`src/rtl/door_ctl.sv`:
```
// Frame-paced door controller: two players request the door, grants are round-robin.
// Build option DOOR_AUTO_CLOSE_EN enables the hold timer; without it a request toggles an open door.
module door_ctl #(
  parameter int unsigned DOOR_X_MIN  = 300,
  parameter int unsigned DOOR_X_MAX  = 400,
  parameter int unsigned DOOR_H      = 100,
  parameter int unsigned STEP        = 4,
  parameter int unsigned HOLD_FRAMES = 120
) (
  input  logic        clk,
  input  logic        rst,
  input  logic        v_tick,
  input  logic        btn_p1,
  input  logic        btn_p2,
  input  logic [11:0] xpos_p1,
  input  logic [11:0] xpos_p2,
  output logic [7:0]  door_height,
  output logic        door_open,
  output logic [1:0]  door_state,
  output logic [1:0]  owner
);

  localparam int unsigned XW = 12;
  localparam int unsigned HW = 9;
  localparam int unsigned OW = 8;

  typedef enum logic [1:0] {
    CLOSED  = 2'd0,
    OPENING = 2'd1,
    OPEN    = 2'd2,
    CLOSING = 2'd3
  } state_t;

  localparam logic [1:0] OWN_NONE = 2'd0;
  localparam logic [1:0] OWN_P1   = 2'd1;
  localparam logic [1:0] OWN_P2   = 2'd2;

  state_t          state_q;
  state_t          state_d;
  logic [OW-1:0]   height_q;
  logic [OW-1:0]   height_d;
  logic [1:0]      owner_q;
  logic [1:0]      owner_d;
  logic            door_open_q;

  logic            vt_d_q;
  logic [1:0]      btn_d_q;
  logic [1:0]      pend_q;
  logic            last_p2_q;

  logic            frame;
  logic [1:0]      btn_rise;
  logic [1:0]      req;
  logic            req_any;
  logic [1:0]      grant;
  logic            accept;
  logic            in_zone;
  logic            p1_in_zone;
  logic            p2_in_zone;
  logic [HW-1:0]   h_ext;
  logic [HW-1:0]   h_up;
  logic [HW-1:0]   h_up_sat;
  logic [HW-1:0]   h_dn;

`ifdef DOOR_AUTO_CLOSE_EN
  logic [OW-1:0]   hold_q;
  logic [OW-1:0]   hold_d;
  logic [OW-1:0]   hold_dec;
`endif

  // Edge detection: a frame is the rising edge of v_tick
  assign frame    = v_tick & ~vt_d_q;
  assign btn_rise = {btn_p2, btn_p1} & ~btn_d_q;
  // A button edge landing on the frame clock is folded into that frame
  assign req      = pend_q | btn_rise;
  assign req_any  = |req;

  assign p1_in_zone = (xpos_p1 >= XW'(DOOR_X_MIN)) && (xpos_p1 <= XW'(DOOR_X_MAX));
  assign p2_in_zone = (xpos_p2 >= XW'(DOOR_X_MIN)) && (xpos_p2 <= XW'(DOOR_X_MAX));
  assign in_zone    = p1_in_zone | p2_in_zone;

  // Saturating 9-bit height arithmetic
  assign h_ext    = HW'(height_q);
  assign h_up     = h_ext + HW'(STEP);
  assign h_up_sat = (h_up >= HW'(DOOR_H)) ? HW'(DOOR_H) : h_up;
  assign h_dn     = (h_ext <= HW'(STEP)) ? '0 : (h_ext - HW'(STEP));

  // Round-robin arbitration between simultaneous requests
  always_comb begin
    grant = OWN_NONE;
    case (req)
      2'b01:   grant = OWN_P1;
      2'b10:   grant = OWN_P2;
      2'b11:   grant = last_p2_q ? OWN_P1 : OWN_P2;
      default: grant = OWN_NONE;
    endcase
  end

`ifdef DOOR_AUTO_CLOSE_EN
  assign hold_dec = (hold_q == '0) ? '0 : (hold_q - OW'(1));
`endif

  // Next-state and datapath decode, evaluated once per frame
  always_comb begin
    state_d  = state_q;
    height_d = height_q;
    owner_d  = owner_q;
    accept   = 1'b0;
`ifdef DOOR_AUTO_CLOSE_EN
    hold_d   = hold_q;
`endif

    case (state_q)
      CLOSED: begin
        if (req_any) begin
          accept   = 1'b1;
          state_d  = OPENING;
          height_d = OW'(h_up_sat);
        end
      end

      OPENING: begin
        height_d = OW'(h_up_sat);
        if (h_up_sat == HW'(DOOR_H)) begin
          state_d = OPEN;
`ifdef DOOR_AUTO_CLOSE_EN
          hold_d  = OW'(HOLD_FRAMES);
`endif
        end
      end

      OPEN: begin
`ifdef DOOR_AUTO_CLOSE_EN
        hold_d = hold_dec;
        if (req_any) begin
          accept = 1'b1;
          hold_d = OW'(HOLD_FRAMES);
        end else if ((hold_q == '0) && !in_zone) begin
          state_d  = CLOSING;
          height_d = OW'(h_dn);
        end
`else
        // Request toggles the door shut, but never onto a player in the doorway
        if (req_any && !in_zone) begin
          accept   = 1'b1;
          state_d  = CLOSING;
          height_d = OW'(h_dn);
        end
`endif
      end

      CLOSING: begin
        if (req_any || in_zone) begin
          accept   = req_any;
          state_d  = OPENING;
          height_d = OW'(h_up_sat);
        end else begin
          height_d = OW'(h_dn);
          if (h_dn == '0) begin
            state_d = CLOSED;
          end
        end
      end

      default: begin
        state_d  = CLOSED;
        height_d = '0;
      end
    endcase

    if (accept) begin
      owner_d = grant;
    end
  end

  // Input edge registers and pending flags run every clock
  always_ff @(posedge clk) begin
    if (rst) begin
      vt_d_q  <= 1'b0;
      btn_d_q <= 2'b00;
      pend_q  <= 2'b00;
    end else begin
      vt_d_q  <= v_tick;
      btn_d_q <= {btn_p2, btn_p1};
      pend_q  <= frame ? 2'b00 : (pend_q | btn_rise);
    end
  end

  // State and outputs advance only on a frame
  always_ff @(posedge clk) begin
    if (rst) begin
      state_q     <= CLOSED;
      height_q    <= '0;
      owner_q     <= OWN_NONE;
      door_open_q <= 1'b0;
      last_p2_q   <= 1'b1;
    end else if (frame) begin
      state_q     <= state_d;
      height_q    <= height_d;
      owner_q     <= owner_d;
      door_open_q <= (state_d == OPEN);
      if (accept) begin
        last_p2_q <= (grant == OWN_P2);
      end
    end
  end

`ifdef DOOR_AUTO_CLOSE_EN
  always_ff @(posedge clk) begin
    if (rst) begin
      hold_q <= '0;
    end else if (frame) begin
      hold_q <= hold_d;
    end
  end
`endif

  assign door_height = height_q;
  assign door_open   = door_open_q;
  assign door_state  = state_q;
  assign owner       = owner_q;

endmodule

```
`config.mk`:
```
export PLATFORM = sky130hd
export DESIGN_NAME = door_ctl
export DESIGN_NICKNAME = d
export VERILOG_FILES = /design/src/rtl/door_ctl.sv
export SDC_FILE = /design/constraint.sdc
export NUM_CORES = 1
export LEC_CHECK = 0
export ABC_CLOCK_PERIOD_IN_PS = 4600
export CORE_ASPECT_RATIO = 1.4
export CORE_UTILIZATION = 49
export CTS_CLUSTER_SIZE = 8
export DETAILED_ROUTE_END_ITERATION = 10
export MAX_ROUTING_LAYER = met4
export PLACE_DENSITY = 0.86
export SETUP_SLACK_MARGIN = 0.1
export SYNTH_ARGS = -nofsm -noshare
export SYNTH_HDL_FRONTEND = slang
export SYNTH_SLANG_ARGS = --single-unit
```
`constraint.sdc`:
```
create_clock -name clk -period 4.6 [get_ports clk]
set_input_delay 1.15 -clock clk [delete_from_list [all_inputs] [get_ports clk]]
set_output_delay 1.15 -clock clk [all_outputs]
set_load 0.02 [all_outputs]
```
# After elaboration in Yosys (flattened, before gate mapping)
# Cells that the tools add are included.
[word_totals]
input_bits = 29
output_inout_bits = 13
wordCells = 62
register_bits = 19
[op_classes]
bitwise = 6
reduce_logical = 11
n_eq_ne = 11
n_lt_le_gt_ge = 6
n_mux = 18
add_sub_neg = 2
[ops]
columns = ["op", "count"]
rows = [
  ["$pmux 8 s4", 1],
  ["$ge 12x9->1 const B", 2],
  ["$le 12x9->1 const B", 2],
  ["$mux 8", 3],
  ["$mux 9", 2],
  ["$eq 2x2->1 const B", 6],
  ["$mux 2", 6],
  ["$add 8x3->9 const B", 1],
  ["$eq 9x7->1 const B", 1],
  ["$ge 9x7->1 const B", 1],
  ["$logic_not 9->1", 1],
  ["$sub 8x3->9 const B", 1],
  ["$le 8x3->1 const B", 1],
  ["$pmux 2 s4", 1],
  ["$pmux 2 s3", 1],
  ["$eq 2x1->1 const B", 2],
  ["$ne 2x2->1 const B", 2],
  ["$reduce_or 2->1", 2],
  ["$logic_and 1x1->1", 3],
  ["$mux 1", 3],
  ["$pmux 1 s3", 1],
  ["$reduce_and 3->1", 1],
  ["$and 2x2->2", 1],
  ["$logic_not 2->1", 1],
  ["8 further kinds", 8],
]

# Depth between registers and ports, before layout
[depth]
word_depth = 8
depth_mapped = 10
depth_no_buf = 9

# Least setup slack after synthesis
# No wires, ideal clock.
[synth_path]
kind = "in2reg"
start = "input port xpos_p1[3]"
end = "register height_q[3], in the netlist door_height[3]"
t_arrival_ps = 2594
required_time_ps = 4509
setup_slack_ps = 1915
path_stages = 7
cell_sequence = "a21o_1 -> a21oi_2 -> o21ai_2 -> o41ai_4 -> inv_2 -> or3_1 -> a311oi_1"
[synth_via]
elab_chain_len = 7
[synth_lines]
columns = ["element", "line", "text"]
rows = [
  ["from (decl)", "15", "input logic [11:0] xpos_p1,"],
  ["$ge 12x9->1 / $le 12x9->1 (equally long branches)", "78", "assign p1_in_zone = (xpos_p1 >= XW'(DOOR_X_MIN)) && (xpos_p1 <= XW'(DOOR_X_MAX));"],
  ["$logic_and 1x1->1 (*)", "78", ""],
  ["$or 1x1->1 (*)", "80", "assign in_zone = p1_in_zone | p2_in_zone;"],
  ["$logic_not 1->1", "144", "if (req_any && !in_zone) begin"],
  ["$logic_and 1x1->1", "144", ""],
  ["$ne 2x2->1 (no source line)", "--", ""],
  ["$reduce_and 3->1 (no source line)", "--", ""],
  ["to (signal assigned)", "199", "height_q <= height_d;"],
  ["to (decl)", "40", "logic [OW-1:0] height_q;"],
]
# Every way passes the cells marked *; elsewhere a longest branch is shown, timed or not.
# A chain may end at the register's enable or synchronous reset.

# Worst setup path in the final report
[layout_path]
start = "input port xpos_p2[2]"
end = "register height_q[4], in the netlist door_height[4]"
[layout_via]
elab_chain_len = 7
[layout_lines]
columns = ["element", "line", "text"]
rows = [
  ["from (decl)", "16", "input logic [11:0] xpos_p2,"],
  ["$ge 12x9->1 / $le 12x9->1 (equally long branches)", "79", "assign p2_in_zone = (xpos_p2 >= XW'(DOOR_X_MIN)) && (xpos_p2 <= XW'(DOOR_X_MAX));"],
  ["$logic_and 1x1->1 (*)", "79", ""],
  ["$or 1x1->1 (*)", "80", ""],
  ["$logic_not 1->1", "144", ""],
  ["$logic_and 1x1->1", "144", ""],
  ["$ne 2x2->1 (no source line)", "--", ""],
  ["$reduce_and 3->1 (no source line)", "--", ""],
]
# Marked as above.

==> reports/results.tsv <==
metric	value	unit
post-route ant nets	0	
Post-Syn Area per Cell	7.89	sq um
antenna cells	0	
share of cells above drive strength 1	9.27	%
chip width	45.8	um
Final Cycle Share	65.2	%
Vias/cell	5.94	
Leak Pwr	0.642	nW
Die H	63.4	um
DRT iter0 DRCs	70	
min cycle time layout	3.00	ns
Worst Skew	0.00119	ns
setup_tns	0	ns
synthesized flop and latch total	19	
Die ar.	2900	sq um
vias in the first global route	1402	
post-CTS resize count	0	
Hold Worst Slack	0.479	ns
drt total wl	3.51	mm
WP data required	4.82	ns
initial antenna violation count	0	
Post-synth EDFFs	0	
GRT Total Usage	27.0	%
via count	1420	
fin worst setup slack	1.60	ns
Ys Warns	0	
Clock H-tree levels	1	
DRC viols	0	
total gr overflow	0	
Initial Util	53.3	%
Max-slew headroom	41.5	%
Arr. time, crit path	3.21	ns
P&R area growth vs syn	34.4	%
row cnt	21	
clk sinks	19	
worst slew pin tran	0.865	ns
post-synth top area share	28.9	%
first-pass GRT wire length	5.75	mm
CP Capture Type	flip-flop	
post-layout utilization of the core	71.7	%
ys async rst share	0	%
crit path launch type	primary input	
Synth area leaders	dfxtp_1 29%, nor2_1 6.0%, ha_1 3.8%	
syn_nets	200	
simple-gate share of the synthesized area	33.5	%
Worst VDD drop	0.134	mV
DPL Wire Length	2.76	mm
area share of xor/xnor cells in the synthesized design	1.33	%
Max Fanout on Critical Path	8	
routed len/inst	14.7	um
kind of critical path	in -> reg	
Initial DRT Pass Iterations	4	
setup bufs post-CTS	0	
status	complete, no violations	
Cell Area, Synth	1320	sq um
Filler cells	233	
final setup vio count	0	
Max-cap violations	0	
fmax	333	MHz
clock latency on the worst-skew pair	0.30	ns
dominant synthesized flop cell	dfxtp_1	
Final Hold Fails	0	
PortBufs	41	
total CTS buffers	3	
CTS Root Cell	clkbuf_4	
Mapped Cells	167	
mux cell area share after synthesis	0.760	%
RSZ-0062 raised after global routing	no	
largest net degree at the start of global routing	21	
Max Slew Vio Count	0	
Worst Hold Class	reg -> reg	
area leader, netlist	dfxtp_1	
Worst-path clk slew	0.11	ns
post-synthesis adder-cell area fraction	3.80	%
main combinational cell family by area after synthesis	simple AND/OR/NAND/NOR gates	
flop2flop setup slack	1.74	ns
clk buf depth	2	
Layout Nets	239	
CTS tree	yes	
dpl ws	1.29	ns
post-synthesis compound-gate area fraction	26.8	%
Pwr per Cell Area	239	nW/um^2
routability cong.	0.940	
core area	2470	sq um
Top Ports	42	
Post-CTS Hold Buffers	0	
sequential fraction of the synthesis area	28.9	%
post-synth cell types	51	
==> per-stage QoR <==
| stage | std cells | power, mW | area, sq um |
|---|---|---|---|
| 2_1_floorplan | 167 | 0.279 | 1320 |
| 6_report | 239 | 0.423 | 1770 |
| 3_5_place_dp | 235 | 0.339 | 1740 |
| 5_1_grt | 239 | 0.449 | 1770 |
| 4_1_cts | 239 | 0.424 | 1770 |
| 3_3_place_gp | 235 | 0.334 | 1740 |
==> synth_stat cells (all sizes together) (6+ instances only) <==
| cell type | instances |
|---|---|
| dfxtp | 19 |
| o21ai | 10 |
| nand2b | 6 |
| nand2 | 11 |
| inv | 8 |
| a21oi | 12 |
| nor2b | 6 |
| nor2 | 21 |
==> cells by family (layout without fill, tap and decap cells) <==
family                   Yosys count  count (layout)
AO/OA/AOI/OAI                     47              47
XOR/XNOR                           2               2
adder cells (fa/ha/maj)            4               4
buffers and inverters             16              54
flip-flops                        19              19
multiplexers                       1               1
AND/OR/NAND/NOR                   78              78
==> metal layers <==
layer / GRT usage [%] / share of wire (%)
met5: - / 0
met4: 14.7 / 2.6
met3: 4.58 / 4.9
met2: 46.6 / 56
met1: 27.2 / 37
==> flip-flops by register name, summed over array words and instances, names as in the netlist <==
register,flops
door_state,2
vt_d_q,1
door_open,1
owner,2
btn_d_q,2
pend_q,2
last_p2_q,1
door_height,8
==> final timing paths <==
check / startpoint / to / cells after the start
setup / recovery: xpos_p2[2] / door_height[4]$_SDFFE_PP0P_ / 8
hold / removal: owner[0]$_SDFFE_PP0P_ / owner[0]$_SDFFE_PP0P_ / 1
setup reg to reg: door_height[2]$_SDFFE_PP0P_ / door_open$_SDFFE_PP0P_ / 9
hold reg to reg: owner[0]$_SDFFE_PP0P_ / owner[0]$_SDFFE_PP0P_ / 1
==> area by class of cell <==
class                   instances  area [sq um]  area share [%]
flip-flops and latches         19           380            21.5
multi-input cells             132           872            49.3
clock buffers                   3          22.5            1.27
clock inverters                 1          5.00           0.283
inverters                       8          30.0            1.70
repair buffers                 42           418            23.6
well taps                      34          42.5            2.40
==> power breakdown <==
part	internal, mW	switching (mW)
clock	0.0325	0.0545
combinational	0.0719	0.0726
sequential	0.175	0.0165
==> placed cells by master (no fill, tap or decap), types with 2 or more instances in the layout <==
master           netlist  routed
o21a_1                 3       3
nor2_1                21      21
o31ai_1                2       2
nor3_1                 4       4
nand3_1                4       4
o21ai_0                8       8
clkbuf_4               0       3
o21ai_2                2       2
nor2b_1                6       6
or3_1                  3       3
nand2b_1               6       6
and3_1                 2       2
a31oi_1                2       2
inv_1                  7       7
xor2_1                 2       2
nor3b_1                3       3
a21oi_2                3       3
ha_1                   4       4
a21oi_1                9       9
dfxtp_1               19      19
nand2_1               10      10
a21o_1                 2       2
o41ai_1                2       2
nor4b_2                2       2
a311oi_1               4       4
nand4_1                4       4
and2_1                 2       2
clkdlybuf4s50_1        0      41
==> worst max-delay path, stage by stage <==
cell             delay, ns
clkdlybuf4s50_1       0.43
o41ai_1               0.45
nand4_1               0.17
o21ai_2               0.14
o41ai_4               0.13
a2111o_1              0.36
and3_1                0.17
o32ai_1               0.20
(Power assumes the default switching activity.)
